[src/rtl/fetch_unit.sv]
// Instruction fetch stage: walks a PC through an asynchronous program memory and
// holds one fetched word in an output register with a valid/ready handshake.
module fetch_unit #(
  parameter int ADDR_WIDTH = 8,
  parameter int DATA_WIDTH = 15
) (
  input  logic                  clk,
  input  logic                  rst_n,
  input  logic                  start,
  input  logic                  stop,
  input  logic                  jump_en,
  input  logic [ADDR_WIDTH-1:0] jump_addr,
  output logic [ADDR_WIDTH-1:0] rom_addr,
  input  logic [DATA_WIDTH-1:0] rom_data,
  output logic [DATA_WIDTH-1:0] instr,
  output logic [ADDR_WIDTH-1:0] instr_pc,
  output logic                  instr_valid,
  input  logic                  instr_ready,
  output logic                  pc_wrap,
  output logic                  running
);

  localparam logic [0:0] IDLE = 1'b0;
  localparam logic [0:0] RUN  = 1'b1;

  localparam logic [ADDR_WIDTH-1:0] PC_MAX = '1;

  logic [0:0]            state;
  logic [0:0]            state_next;
  logic [ADDR_WIDTH-1:0] pc;
  logic                  slot_free;
  logic                  handshake;
  logic                  fetch;
  logic                  flush;

  assign slot_free = !instr_valid || instr_ready;
  assign handshake = instr_valid && instr_ready;
  // A fetch needs RUN, no stop, no redirect and room in the output register.
  assign fetch     = (state == RUN) && !stop && !jump_en && slot_free;
  assign flush     = (state == RUN) && jump_en;

  assign rom_addr  = pc;
  assign running   = (state == RUN);

  // NOTE: default assignment first so every path drives state_next (no latch).
  always_comb begin
    state_next = state;
    if (stop) begin
      state_next = IDLE;
    end else if ((state == IDLE) && start) begin
      state_next = RUN;
    end
  end

  // NOTE: sequential state uses non-blocking assignments only.
  always_ff @(posedge clk or negedge rst_n) begin
    if (!rst_n) begin
      state <= IDLE;
    end else begin
      state <= state_next;
    end
  end

  always_ff @(posedge clk or negedge rst_n) begin
    if (!rst_n) begin
      pc      <= '0;
      pc_wrap <= 1'b0;
    end else begin
      if (jump_en) begin
        pc <= jump_addr;
      end else if (fetch) begin
        pc <= pc + ADDR_WIDTH'(1);
      end
      pc_wrap <= fetch && (pc == PC_MAX);
    end
  end

  // Output word register: a redirect in RUN flushes it, a completed handshake
  // without a replacement fetch empties it, otherwise it holds (stall).
  always_ff @(posedge clk or negedge rst_n) begin
    if (!rst_n) begin
      instr       <= '0;
      instr_pc    <= '0;
      instr_valid <= 1'b0;
    end else if (fetch) begin
      instr       <= rom_data;
      instr_pc    <= pc;
      instr_valid <= 1'b1;
    end else if (flush || handshake) begin
      instr_valid <= 1'b0;
    end
  end

endmodule

[config.mk]
export PLATFORM = sky130hd
export DESIGN_NAME = fetch_unit
export DESIGN_NICKNAME = d
export VERILOG_FILES = /design/src/rtl/fetch_unit.sv
export SDC_FILE = /design/constraint.sdc
export NUM_CORES = 1
export LEC_CHECK = 0
export ABC_AREA = 0
export CORE_ASPECT_RATIO = 0.8
export CORE_MARGIN = 3
export CORE_UTILIZATION = 42
export DETAILED_ROUTE_END_ITERATION = 12
export GPL_ROUTABILITY_DRIVEN = 0
export GPL_TIMING_DRIVEN = 0
export PLACE_DENSITY = 0.79
export SLEW_MARGIN = 20
export SYNTH_ARGS = -nofsm -noshare
export SYNTH_HDL_FRONTEND = slang
export SYNTH_SLANG_ARGS = --single-unit
[constraint.sdc]
create_clock -name clk -period 2.1 [get_ports clk]
set_input_delay 0.315 -clock clk [delete_from_list [all_inputs] [get_ports clk]]
set_output_delay 0.315 -clock clk [all_outputs]
set_load 0.02 [all_outputs]
==> run_results.csv <==
group,metric,value,unit
setup_path,startpoint_type,"primary input",
setup_path,worst_r2r_endpoint,"instr[0]",
sta,slew_viol_final,0,
die,core-area,0.00347,mm^2
sta,hold_violations,0,
setup_path,critPathKind,"in2reg",
global_routing,overflow,0,
cts,postCtsHoldBufs,0,
synth,synth_cells,110,
die,die_h,60.1,um
detailed_routing,routed_wl,3.25,mm
sta,worstMarginPinSlew,744,ps
layout,layout_commonest_cell,"clkdlybuf4s50_1",
setup_path,worstReg2RegStart,"instr_valid",
die,io-pin-count,63,
detailed_routing,ant_nets,0,
layout,n_antenna_cell,0,
setup_path,required,2270,ps
placement,hpwlAfterDp,2.33,mm
sta,fin_crit,1780,ps
global_routing,top_usage_layer,"met2",
setup_path,crit_chain,"clkdlybuf4s50_1 > nand2b_1 > buf_6 > or3_1 > buf_6 > buf_12 > mux2_4",
synth,yosys.area.top_type,"dfrtp_1",
setup_path,cp_max_fo,10,
die,start_util,44.3,%
layout,area_growth,52.0,%
global_routing,grt_antenna_before_repair,0,
setup_path,timing.reg2reg.setup_slack,390,ps
global_routing,grt_util_met2,25.5,%
cts,ctsResizeCount,0,
layout,multiInputGateArea,607,um^2
sta,finClkSkew,4.94,ps
cts,clk_path_buf_depth,2,
run,max_cap_viol_count,0,
cts,cts_tree,"built",
power,power_leakage,1.03,nW
global_routing,grt_use_met1,22.6,%
detailed_routing,firstDrtPassIters,4,
synth,synthTopCellsByArea,"dfrtp_1 (55%), mux2_4 (19%), xnor2_1 (4.0%)",
sta,setup_viol,0,
layout,ff_latch_area,851,um^2
layout,final_layout_size_suffix_gt1_share,21.2,%
die,die-area,0.00443,mm^2
cts,clkTransAtPathRegs,70,ps
layout,nNetsFinal,208,
placement,post-place-cells,213,
power,powerDensity,1010,mW/mm^2
synth,yosys_warnings,0,
setup_path,reg2regPathDepth,6,
setup_path,path_buf_inv,4,
cts,insertion_delay,290,ps
global_routing,grt_pass1_vias,1170,
global_routing,grt_use_total,17.1,%
synth,synth-seq-cells,34,
sta,slew_headroom,50.4,%
setup_path,cp_slowest_stage_delay,420,ps
layout,final_cell_mix,"clkdlybuf4s50_1 (60), dfrtp_1 (34), mux2_4 (19)",
global_routing,grt_pass1_wl,5.60,mm
outcome,status,"finished clean",
global_routing,use_met3,5.88,%
sta,timing.fmax,561,MHz
synth,yosys.cell_types.count,23,
detailed_routing,drtIter0Drc,36,
detailed_routing,drc,0,
detailed_routing,vias_per_cell,4.94,
sta,setup_tns,0,ps
setup_path,crit_top_cell,"buf_6",
setup_path,slowest_stage,"clkdlybuf4s50_1",
setup_path,cp.depth,7,
sta,post-route-period-util,84.9,%
cts,cts_root_buf,"clkbuf_8",
setup_path,cp.arrival,1950,ps
detailed_routing,wire_per_inst,14.7,um
cts,cts_buffers,5,
detailed_routing,vias,1092,
cts,postCtsSetupBuffers,0,
placement,numPortBuffers,61,
power,ir_drop,0.568,mV
synth,syn_avg_cell_area,14.0,um^2
synth,ys_seq_area_share,55.3,%
setup_path,critical-path-top-delay-family,"buffers and inverters",
cts,clock_sinks,34,
layout,stdcell_count,221,
global_routing,grt_max_degree,35,
die,rows,19,
cts,htree_levels,2,
synth,syn_area,0.00154,mm^2
synth,synth_nets,140,
layout,fill_cells,250,
die,dieWidth,73.7,um
setup_path,worst_setup_path_end_kind,"register",
sta,rsz0062_at_grt,"no",
min_path,hold_path.class,"in2async",
synth,post-synth-top-area-fraction,55.3,%
[flip-flops by register name, summed over array words and instances (netlist names)]
signal and count:
running 1, instr 15, instr_pc 8, rom_addr 8
pc_wrap 1, instr_valid 1
[cell families after synthesis]
family / count (synthesis) / share of synthesized area [%]
flops: 34 / 55.3
simple gates: 28 / 9.59
mux: 24 / 22.1
compound gates: 9 / 2.93
xor+xnor: 7 / 3.98
buf+inv: 7 / 5.28
fa+ha+maj: 1 / 0.813
[routing by layer]
layer / share of wire [%] / vias up / wire [um]
met3: 8.9 / 5 / 289
met5: 0 / - / 0
met1: 45 / 517 / 1450
met4: 1.5 / 0 / 50
met2: 45 / 52 / 1460
li1: - / 518 / -
[cell type report]
type | count | area share (%)
multi-input combinational | 69 | 25.9
timing repair buffer | 61 | 25.9
sequential | 34 | 36.4
tap | 42 | 2.25
clock inverter | 2 | 2.57
clock buffer | 6 | 3.53
buffer | 7 | 3.48
[worst max-delay path by stage]
stage,from,to,slack [ps]
6_report,stop,instr[0],320
5_1_grt,stop,instr_pc[0],280
4_1_cts,stop,instr[0],320
3_5_place_dp,stop,instr[0],8
3_3_place_gp,instr_ready,instr[10],40
2_1_floorplan,instr_valid,instr[0],350
[stage by stage]
stage	util [%]	setup WS, ps	total power [mW]	area [um^2]	hold slack (ps)
5_1_grt	67.4	275	2.49	2340	141
4_1_cts	67.4	319	2.41	2340	110
2_1_floorplan	-	355	1.27	1540	19.4
6_report	67.4	317	2.37	2340	85.7
3_3_place_gp	63.4	42.3	1.63	2200	490
3_5_place_dp	63.3	7.63	1.65	2200	432
[report_power, final]
part	switching, mW	internal [mW]
clock network	0.236	0.506
registers	0.0845	0.789
logic	0.315	0.440
[cell usage after synthesis]
| cell type | n |
|---|---|
| clkbuf_1 | 2 |
| nand2b_1 | 1 |
| nor2b_4 | 1 |
| nor3b_1 | 1 |
| o21ai_0 | 8 |
| nor3_1 | 2 |
| nor2b_1 | 1 |
| nor2_1 | 3 |
| buf_12 | 2 |
| ha_1 | 1 |
| xnor2_1 | 7 |
| nand4_1 | 1 |
| buf_6 | 3 |
| nor4b_1 | 1 |
| or3_1 | 1 |
| mux2_4 | 19 |
| nor4_1 | 3 |
| dfrtp_1 | 34 |
| mux2_2 | 4 |
| nand3_1 | 3 |
| nand2_1 | 10 |
| a21oi_1 | 1 |
| mux2i_1 | 1 |
No activity file was read; power rests on OpenSTA's default activity.
